`config.mk`:
```
export PLATFORM = sky130hd
export DESIGN_NAME = dmover_multich_rd_flat
export DESIGN_NICKNAME = d
export VERILOG_FILES = /design/src/rtl/dmover_multich_rd_if.sv /design/src/rtl/dmover_multich_rd.sv /design/src/flat_wrapper.sv
export SDC_FILE = /design/constraint.sdc
export NUM_CORES = 2
export LEC_CHECK = 0
export BUFFER_PORTS_ARGS = -buffer_cell sky130_fd_sc_hd__buf_4
export CAP_MARGIN = 20
export CORE_ASPECT_RATIO = 1.1
export CORE_MARGIN = 2
export CORE_UTILIZATION = 40
export CTS_CLUSTER_DIAMETER = 150
export CTS_CLUSTER_SIZE = 24
export DETAILED_ROUTE_END_ITERATION = 8
export PLACE_DENSITY_LB_ADDON = 0.12
export SYNTH_ARGS = -nofsm -noshare
export SYNTH_HDL_FRONTEND = slang
export SYNTH_SLANG_ARGS = --single-unit
```
`constraint.sdc`:
```
create_clock -name clk -period 9.7 [get_ports clk]
set_clock_uncertainty 0.15 [all_clocks]
set_input_delay 0.97 -clock clk [delete_from_list [all_inputs] [get_ports clk]]
set_output_delay 0.97 -clock clk [all_outputs]
set_load 0.1 [all_outputs]
```
`src/rtl/dmover_multich_rd_if.sv`:
```
// Stream bundle between the tile reader, the datamover and the array.
// master = tile reader side, slave = environment side.
interface dmover_multich_rd_if #(
  parameter int DATA_W = 128,
  parameter int CMD_W  = 72
);
  logic [31:0]         s_axis_dmrconfig_tdata;
  logic                s_axis_dmrconfig_tvalid;
  logic                s_axis_dmrconfig_tready;
  logic [CMD_W-1:0]    m_axis_mm2s_cmd_tdata;
  logic                m_axis_mm2s_cmd_tvalid;
  logic                m_axis_mm2s_cmd_tready;
  logic [DATA_W-1:0]   s_axis_mm2s_tdata;
  logic                s_axis_mm2s_tvalid;
  logic                s_axis_mm2s_tready;
  logic [7:0]          s_axis_mm2s_sts_tdata;
  logic                s_axis_mm2s_sts_tvalid;
  logic                s_axis_mm2s_sts_tready;
  logic [DATA_W-1:0]   m_axis_dmr_tdata;
  logic                m_axis_dmr_tvalid;
  logic                m_axis_dmr_tready;
  logic                m_axis_dmr_tlast;
  logic [DATA_W/8-1:0] m_axis_dmr_tkeep;

  modport master (
    input  s_axis_dmrconfig_tdata, s_axis_dmrconfig_tvalid,
    output s_axis_dmrconfig_tready,
    output m_axis_mm2s_cmd_tdata, m_axis_mm2s_cmd_tvalid,
    input  m_axis_mm2s_cmd_tready,
    input  s_axis_mm2s_tdata, s_axis_mm2s_tvalid,
    output s_axis_mm2s_tready,
    input  s_axis_mm2s_sts_tdata, s_axis_mm2s_sts_tvalid,
    output s_axis_mm2s_sts_tready,
    output m_axis_dmr_tdata, m_axis_dmr_tvalid,
    input  m_axis_dmr_tready,
    output m_axis_dmr_tlast, m_axis_dmr_tkeep
  );

  modport slave (
    output s_axis_dmrconfig_tdata, s_axis_dmrconfig_tvalid,
    input  s_axis_dmrconfig_tready,
    input  m_axis_mm2s_cmd_tdata, m_axis_mm2s_cmd_tvalid,
    output m_axis_mm2s_cmd_tready,
    output s_axis_mm2s_tdata, s_axis_mm2s_tvalid,
    input  s_axis_mm2s_tready,
    output s_axis_mm2s_sts_tdata, s_axis_mm2s_sts_tvalid,
    input  s_axis_mm2s_sts_tready,
    input  m_axis_dmr_tdata, m_axis_dmr_tvalid,
    output m_axis_dmr_tready,
    input  m_axis_dmr_tlast, m_axis_dmr_tkeep
  );
endinterface

```
`src/rtl/dmover_multich_rd.sv`:
```
// Multi-channel tile reader: issues one MM2S command per tile row.
// Define DMR_ROW_TLAST_EN to mark tlast on every row instead of job end.
module dmover_multich_rd #(
  parameter int DATA_W = 128,
  parameter int CMD_W  = 72
) (
  input  logic                 clk,
  input  logic                 rst_n,
  dmover_multich_rd_if.master  bus,
  output logic [2:0]           status_dmr,
  output logic                 err_dmr
);

  typedef enum logic [2:0] {
    IDLE = 3'b000,
    CFG  = 3'b001,
    CALC = 3'b011,
    CMD  = 3'b010,
    RD   = 3'b110,
    NEXT = 3'b111,
    DONE = 3'b100
  } state_e;

  state_e      state_q, state_d;
  logic [1:0]  widx_q, widx_d;
  logic [15:0] chin_q, chin_d;
  logic [7:0]  wtile_q, wtile_d;
  logic [11:0] imgh_q, imgh_d;
  logic [11:0] imgw_q, imgw_d;
  logic [31:0] base_q, base_d;
  logic [15:0] len_q, len_d;
  logic [22:0] au_q, au_d;
  logic [31:0] rs_q, rs_d;
  logic [31:0] taddr_q, taddr_d;
  logic [31:0] raddr_q, raddr_d;
  logic [7:0]  tile_q, tile_d;
  logic [11:0] row_q, row_d;
  logic [15:0] beat_q, beat_d;
  logic [3:0]  tag_q, tag_d;
  logic        err_q, err_d;

  logic        in_cfg, in_cmd, in_rd;
  logic        cfg_hs, cmd_hs, beat_hs, sts_err;
  logic        last_row, last_tile, last_beat, row_end;
  logic [15:0] len_c;
  logic [22:0] au_c;
  logic [31:0] rs_c;
  logic        unused_ok;

  assign in_cfg = (state_q == CFG);
  assign in_cmd = (state_q == CMD);
  assign in_rd  = (state_q == RD);

  assign cfg_hs  = in_cfg & bus.s_axis_dmrconfig_tvalid;
  assign cmd_hs  = in_cmd & bus.m_axis_mm2s_cmd_tready;
  assign beat_hs = in_rd & bus.s_axis_mm2s_tvalid
                 & bus.m_axis_dmr_tready;
  assign sts_err = bus.s_axis_mm2s_sts_tvalid
                 & (|bus.s_axis_mm2s_sts_tdata[6:4]);

  assign len_c = 16'(32'(imgw_q) * 32'(chin_q >> 3));
  assign au_c  = 23'(32'(imgw_q) * {15'd0, chin_q, 1'b0});
  assign rs_c  = 32'(au_c) * 32'(wtile_q);

  assign last_row  = (row_q == imgh_q - 12'd1);
  assign last_tile = (tile_q == wtile_q - 8'd1);
  assign last_beat = (beat_q == len_q - 16'd1);

`ifdef DMR_ROW_TLAST_EN
  assign row_end = last_beat;
`else
  assign row_end = last_beat & last_row & last_tile;
`endif

  assign bus.s_axis_dmrconfig_tready = in_cfg;
  assign bus.m_axis_mm2s_cmd_tvalid  = in_cmd;
  assign bus.m_axis_mm2s_cmd_tdata   = in_cmd
    ? CMD_W'({4'h0, tag_q, raddr_q, 1'b0, 1'b1,
              6'h00, 1'b1, au_q})
    : '0;
  assign bus.s_axis_mm2s_tready  = in_rd & bus.m_axis_dmr_tready;
  assign bus.m_axis_dmr_tvalid   = in_rd & bus.s_axis_mm2s_tvalid;
  assign bus.m_axis_dmr_tdata    = in_rd ? bus.s_axis_mm2s_tdata : '0;
  assign bus.m_axis_dmr_tlast    = in_rd & row_end;
  assign bus.m_axis_dmr_tkeep    = {(DATA_W/8){1'b1}};
  assign bus.s_axis_mm2s_sts_tready = 1'b1;

  assign status_dmr = state_q;
  assign err_dmr    = err_q;

  assign unused_ok = ^{bus.s_axis_mm2s_sts_tdata[7],
                       bus.s_axis_mm2s_sts_tdata[3:0]};

  always_comb begin
    state_d = state_q;
    widx_d  = widx_q;
    chin_d  = chin_q;
    wtile_d = wtile_q;
    imgh_d  = imgh_q;
    imgw_d  = imgw_q;
    base_d  = base_q;
    len_d   = len_q;
    au_d    = au_q;
    rs_d    = rs_q;
    taddr_d = taddr_q;
    raddr_d = raddr_q;
    tile_d  = tile_q;
    row_d   = row_q;
    beat_d  = beat_q;
    tag_d   = tag_q;
    err_d   = err_q;
    unique case (state_q)
      IDLE: state_d = CFG;
      CFG: if (cfg_hs) begin
        widx_d = widx_q + 2'd1;
        if (widx_q == 2'd0) begin
          chin_d  = bus.s_axis_dmrconfig_tdata[31:16];
          wtile_d = bus.s_axis_dmrconfig_tdata[15:8];
          err_d   = 1'b0;
        end else if (widx_q == 2'd1) begin
          imgh_d = bus.s_axis_dmrconfig_tdata[23:12];
          imgw_d = bus.s_axis_dmrconfig_tdata[11:0];
        end else begin
          base_d  = bus.s_axis_dmrconfig_tdata;
          widx_d  = 2'd0;
          state_d = CALC;
        end
      end
      CALC: begin
        len_d   = len_c;
        au_d    = au_c;
        rs_d    = rs_c;
        taddr_d = base_q;
        raddr_d = base_q;
        tile_d  = 8'd0;
        row_d   = 12'd0;
        beat_d  = 16'd0;
        tag_d   = 4'd0;
        if (wtile_q == 8'd0 || imgh_q == 12'd0 || len_c == 16'd0)
          state_d = DONE;
        else
          state_d = CMD;
      end
      CMD: if (cmd_hs) begin
        tag_d   = tag_q + 4'd1;
        state_d = RD;
      end
      RD: if (beat_hs) begin
        beat_d = beat_q + 16'd1;
        if (last_beat) state_d = NEXT;
      end
      NEXT: begin
        beat_d = 16'd0;
        if (last_row && last_tile) begin
          state_d = DONE;
        end else if (last_row) begin
          // next tile restarts one tile column to the right
          tile_d  = tile_q + 8'd1;
          row_d   = 12'd0;
          taddr_d = taddr_q + 32'(au_q);
          raddr_d = taddr_q + 32'(au_q);
          state_d = CMD;
        end else begin
          row_d   = row_q + 12'd1;
          raddr_d = raddr_q + rs_q;
          state_d = CMD;
        end
      end
      DONE: state_d = CFG;
      default: state_d = IDLE;
    endcase
    if (sts_err) err_d = 1'b1;
  end

  always_ff @(posedge clk or negedge rst_n) begin
    if (!rst_n) begin
      state_q <= IDLE;
      widx_q  <= 2'd0;
      chin_q  <= 16'd0;
      wtile_q <= 8'd0;
      imgh_q  <= 12'd0;
      imgw_q  <= 12'd0;
      base_q  <= 32'd0;
      len_q   <= 16'd0;
      au_q    <= 23'd0;
      rs_q    <= 32'd0;
      taddr_q <= 32'd0;
      raddr_q <= 32'd0;
      tile_q  <= 8'd0;
      row_q   <= 12'd0;
      beat_q  <= 16'd0;
      tag_q   <= 4'd0;
      err_q   <= 1'b0;
    end else begin
      state_q <= state_d;
      widx_q  <= widx_d;
      chin_q  <= chin_d;
      wtile_q <= wtile_d;
      imgh_q  <= imgh_d;
      imgw_q  <= imgw_d;
      base_q  <= base_d;
      len_q   <= len_d;
      au_q    <= au_d;
      rs_q    <= rs_d;
      taddr_q <= taddr_d;
      raddr_q <= raddr_d;
      tile_q  <= tile_d;
      row_q   <= row_d;
      beat_q  <= beat_d;
      tag_q   <= tag_d;
      err_q   <= err_d;
    end
  end

endmodule
```
`src/flat_wrapper.sv`:
```
// flat-port wrapper written by rule: the top's interface ports become plain ports
module dmover_multich_rd_flat 
#(
  parameter int DATA_W = 128,
  parameter int CMD_W  = 72
)
  (clk, rst_n, status_dmr, err_dmr, bus_s_axis_dmrconfig_tdata, bus_s_axis_dmrconfig_tvalid, bus_s_axis_dmrconfig_tready, bus_m_axis_mm2s_cmd_tdata, bus_m_axis_mm2s_cmd_tvalid, bus_m_axis_mm2s_cmd_tready, bus_s_axis_mm2s_tdata, bus_s_axis_mm2s_tvalid, bus_s_axis_mm2s_tready, bus_s_axis_mm2s_sts_tdata, bus_s_axis_mm2s_sts_tvalid, bus_s_axis_mm2s_sts_tready, bus_m_axis_dmr_tdata, bus_m_axis_dmr_tvalid, bus_m_axis_dmr_tready, bus_m_axis_dmr_tlast, bus_m_axis_dmr_tkeep);
  dmover_multich_rd_if #(.DATA_W(DATA_W), .CMD_W(CMD_W)) bus_i ();
  input  logic clk;
  input  logic rst_n;
  output logic [2:0] status_dmr;
  output logic err_dmr;
  input wire logic [$bits(bus_i.s_axis_dmrconfig_tdata)-1:0] bus_s_axis_dmrconfig_tdata;
  input wire logic [$bits(bus_i.s_axis_dmrconfig_tvalid)-1:0] bus_s_axis_dmrconfig_tvalid;
  output wire logic [$bits(bus_i.s_axis_dmrconfig_tready)-1:0] bus_s_axis_dmrconfig_tready;
  output wire logic [$bits(bus_i.m_axis_mm2s_cmd_tdata)-1:0] bus_m_axis_mm2s_cmd_tdata;
  output wire logic [$bits(bus_i.m_axis_mm2s_cmd_tvalid)-1:0] bus_m_axis_mm2s_cmd_tvalid;
  input wire logic [$bits(bus_i.m_axis_mm2s_cmd_tready)-1:0] bus_m_axis_mm2s_cmd_tready;
  input wire logic [$bits(bus_i.s_axis_mm2s_tdata)-1:0] bus_s_axis_mm2s_tdata;
  input wire logic [$bits(bus_i.s_axis_mm2s_tvalid)-1:0] bus_s_axis_mm2s_tvalid;
  output wire logic [$bits(bus_i.s_axis_mm2s_tready)-1:0] bus_s_axis_mm2s_tready;
  input wire logic [$bits(bus_i.s_axis_mm2s_sts_tdata)-1:0] bus_s_axis_mm2s_sts_tdata;
  input wire logic [$bits(bus_i.s_axis_mm2s_sts_tvalid)-1:0] bus_s_axis_mm2s_sts_tvalid;
  output wire logic [$bits(bus_i.s_axis_mm2s_sts_tready)-1:0] bus_s_axis_mm2s_sts_tready;
  output wire logic [$bits(bus_i.m_axis_dmr_tdata)-1:0] bus_m_axis_dmr_tdata;
  output wire logic [$bits(bus_i.m_axis_dmr_tvalid)-1:0] bus_m_axis_dmr_tvalid;
  input wire logic [$bits(bus_i.m_axis_dmr_tready)-1:0] bus_m_axis_dmr_tready;
  output wire logic [$bits(bus_i.m_axis_dmr_tlast)-1:0] bus_m_axis_dmr_tlast;
  output wire logic [$bits(bus_i.m_axis_dmr_tkeep)-1:0] bus_m_axis_dmr_tkeep;
  assign bus_i.s_axis_dmrconfig_tdata = bus_s_axis_dmrconfig_tdata;
  assign bus_i.s_axis_dmrconfig_tvalid = bus_s_axis_dmrconfig_tvalid;
  assign bus_s_axis_dmrconfig_tready = bus_i.s_axis_dmrconfig_tready;
  assign bus_m_axis_mm2s_cmd_tdata = bus_i.m_axis_mm2s_cmd_tdata;
  assign bus_m_axis_mm2s_cmd_tvalid = bus_i.m_axis_mm2s_cmd_tvalid;
  assign bus_i.m_axis_mm2s_cmd_tready = bus_m_axis_mm2s_cmd_tready;
  assign bus_i.s_axis_mm2s_tdata = bus_s_axis_mm2s_tdata;
  assign bus_i.s_axis_mm2s_tvalid = bus_s_axis_mm2s_tvalid;
  assign bus_s_axis_mm2s_tready = bus_i.s_axis_mm2s_tready;
  assign bus_i.s_axis_mm2s_sts_tdata = bus_s_axis_mm2s_sts_tdata;
  assign bus_i.s_axis_mm2s_sts_tvalid = bus_s_axis_mm2s_sts_tvalid;
  assign bus_s_axis_mm2s_sts_tready = bus_i.s_axis_mm2s_sts_tready;
  assign bus_m_axis_dmr_tdata = bus_i.m_axis_dmr_tdata;
  assign bus_m_axis_dmr_tvalid = bus_i.m_axis_dmr_tvalid;
  assign bus_i.m_axis_dmr_tready = bus_m_axis_dmr_tready;
  assign bus_m_axis_dmr_tlast = bus_i.m_axis_dmr_tlast;
  assign bus_m_axis_dmr_tkeep = bus_i.m_axis_dmr_tkeep;
  dmover_multich_rd #(.DATA_W(DATA_W), .CMD_W(CMD_W)) u_core (.clk(clk), .rst_n(rst_n), .bus(bus_i), .status_dmr(status_dmr), .err_dmr(err_dmr));
endmodule
```
==> impl_metrics.toml <==
[sta]
max_freq_ghz = 0.107
slew_viol_final = 0
setup_slack_ns = 0.330
setup_viol = 0
fin_crit_ns = 9.37
slew_headroom_pct = 31.1
min_period_over_period_pct = 96.6
worst_pin_slew_ns = 1.03
final_hold_viol_count = 0

[critical_path]
critPathKind = "flop to flop"
crit_required_ns = 9.99
r2r_slack_ns = 0.33
start_kind = "flop"
worstPathArrival_ns = 9.66
slowest_delay_ns = 0.55
r2r_end = "u_core.rs_q[29]$_DFFE_PN0P_"
cp_max_fo = 5
r2r_cells = 38
rr_startpoint = "u_core.imgw_q[5]$_DFFE_PN0P_"
startpoint = "u_core.imgw_q[5]$_DFFE_PN0P_"
end_kind = "flop"
slowest_stage = "fa_1"

[logic_synthesis]
ys_warn_count = 0
synth.distinct_cells = 83
seq_area_frac_synth_pct = 22.7
postSynthAreaPerCell_um2 = 8.75
syn-cell-area_um2 = 28400
yosys_register_bits = 258
postSynth.asyncResetShare_pct = 100
synth_edf_count = 0
synth_ff_type = "dfrtp_1"
syn_inst = 3247
yosys.area.top_type = "dfrtp_1"
yosys-top-cells-area = "dfrtp_1 (23%), fa_1 (19%), ha_1 (8.2%), and2_1 (7.6%), nand2_1 (5.9%)"
netlist.area_leader.share_pct = 22.7

[job]
max_cap_violations = 0

[floorplan]
io_pins = 401
core_um2 = 70300
die_area_um2 = 73100
initial_core_util_pct = 40.4
row_count = 102
die_x_um = 258
die_y_um = 283

[place]
gp_congestion = 0.899
hpwl_mm = 71.9
numPortBuffers = 366
pre_cts_ws_ns = -0.220
dpl_cell_area_um2 = 32400

[global_route]
grt_pass1_wl_mm = 139
track_usage_pct = 24.3
grt_max_degree = 131
antenna_found_initial = 2
grt_pass1_vias = 23300
grt-ovfl-total = 0

[finish]
nNetsFinal = 4225
final_common_cell = "buf_4"
fin_area_um2 = 33200
layout_common_cells = "buf_4 (469), nand2_1 (441), inv_1 (381)"
fillers = 6880
final_util_pct = 47.2
area_growth_pct = 16.9
drive_above_1_share_pct = 18.3

[route]
route.vias.total = 23500
drt-total-wl_mm = 90.1
wire_per_inst_um = 19.9
post-route-drc-count = 0
dr.pass1.iters = 7
ant_nets = 0
drtIter0Drc = 1324
routed_via_density = 5.20

[clocking]
clk_pin_slew_worst_paths_ns = 0.11
cts_tree = "yes"
h-tree-depth = 1
clock_latency_ns = 0.56
ctsHoldBuffers = 0
clk_path_buf_depth = 3
cts_made_buffers = 15
cts_sinks = 258
cts-root-buf = "clkbuf_16"

[outcome]
status = "completed"

[min_path]
worst_hold_path_type = "input pin to asynchronous set/reset pin"
registers in the layout, indices dropped and copies added, names as in the netlist:
register	count
u_core.err_dmr	1
u_core.row_q	12
u_core.imgw_q	12
u_core.taddr_q	32
u_core.raddr_q	32
u_core.base_q	32
u_core.beat_q	16
u_core.widx_q	2
u_core.chin_q	16
u_core.imgh_q	12
u_core.tag_q	4
u_core.status_dmr	3
u_core.au_q	22
u_core.len_q	16
u_core.tile_q	8
u_core.wtile_q	8
u_core.rs_q	30
critical path, delay by kind of cell (launching register included):
family / cells / cell delay, ns
adder cells (fa/ha/maj): 11 / 5.00
AO/OA/AOI/OAI: 13 / 2.28
flip-flops: 1 / 0.46
AND/OR/NAND/NOR: 3 / 0.45
buffers and inverters: 9 / 0.61
XOR/XNOR: 2 / 0.31
routing by layer:
| layer | up-vias | wire, um | global-route usage [%] |
|---|---|---|---|
| met5 | - | 0 | 0 |
| met4 | 0 | 1990 | 5.10 |
| met1 | 11600 | 40700 | 33.5 |
| li1 | 11200 | - | - |
| met3 | 71 | 4730 | 2.55 |
| met2 | 615 | 42700 | 41.3 |
repair_timing:
item,4_1_cts,5_1_grt
gates cloned,0,2
buffers inserted,0,10
pin swaps,1,14
gates resized for setup,6,48
endpoints found under the setup margin,5,9
kinds of logic (layout without fill, tap and decap cells):
| family | count (synthesis) | in the layout | share of synthesized area, % |
|---|---|---|---|
| compound gates | 512 | 512 | 11.8 |
| xor+xnor | 165 | 165 | 5.09 |
| fa+ha+maj | 463 | 463 | 27.7 |
| buf+inv | 563 | 878 | 8.05 |
| flops | 258 | 258 | 22.7 |
| mux | 103 | 103 | 4.10 |
| other cells | 2 | 31 | 0.0264 |
| simple gates | 1181 | 1181 | 20.5 |
per-stage QoR:
| stage | instances | setup TNS (ns) | hold slack (ns) |
|---|---|---|---|
| after detailed placement | 4494 | -0.530 | 0.321 |
| after global routing | 4525 | -0.0243 | 0.322 |
| after CTS | 4513 | 0 | 0.291 |
| final | 4527 | 0 | 0.263 |
| after floorplan | 3274 | 0 | 0.297 |
| after global placement | 4494 | -0.379 | 0.308 |
worst max path at each step:
stage	cells after the start	slack [ns]	end
after global routing	38	-0.02	u_core.rs_q[29]$_DFFE_PN0P_
final	38	0.33	u_core.rs_q[29]$_DFFE_PN0P_
after floorplan	38	0.30	u_core.rs_q[29]$_DFFE_PN0P_
after CTS	37	0.06	u_core.rs_q[30]$_DFFE_PN0P_
after detailed placement	38	-0.22	u_core.rs_q[29]$_DFFE_PN0P_
after global placement	38	-0.20	u_core.rs_q[29]$_DFFE_PN0P_
cells in the mapped netlist, types with 6 or more instances:
cell type  instances
nand3_1           46
a21oi_1           96
a31oi_1           32
or3_1             16
mux2i_1           12
o21ai_0          143
nand2b_1          18
nor3_1            43
buf_4             33
fa_1             276
buf_1              6
nor2b_1           15
a2111oi_0          9
xnor2_1           90
o21a_1            25
nor4_1            13
ha_1             187
xor2_1            75
a211oi_1          19
and2_1           343
o31ai_1           19
o211ai_1          16
a22oi_1            8
o31a_1             6
mux2_2            86
nor3b_1           10
inv_1            381
a21o_1            39
buf_2              8
dfrtp_1          258
nor2_1           160
nand2_1          445
o21bai_1           6
and3_1            21
o41ai_1            7
a21boi_0           6
a2bb2oi_1          6
o22ai_1           14
nand4_1           22
clkbuf_1         128
or2_2              8
cell type report:
| type | count | area, um2 | area share (%) |
|---|---|---|---|
| multi-input cells | 2453 | 20000 | 60.3 |
| flip-flops and latches | 258 | 6470 | 19.5 |
| repair buffers | 477 | 3690 | 11.1 |
| inverters | 382 | 1430 | 4.32 |
| well taps | 936 | 1170 | 3.53 |
| clock buffers | 15 | 375 | 1.13 |
| clock inverters | 4 | 43.8 | 0.132 |
| diodes | 2 | 5.00 | 0.0151 |
Power is not shown: default switching activity piles up to over one toggle a cycle in this logic, so the estimate is an artifact.
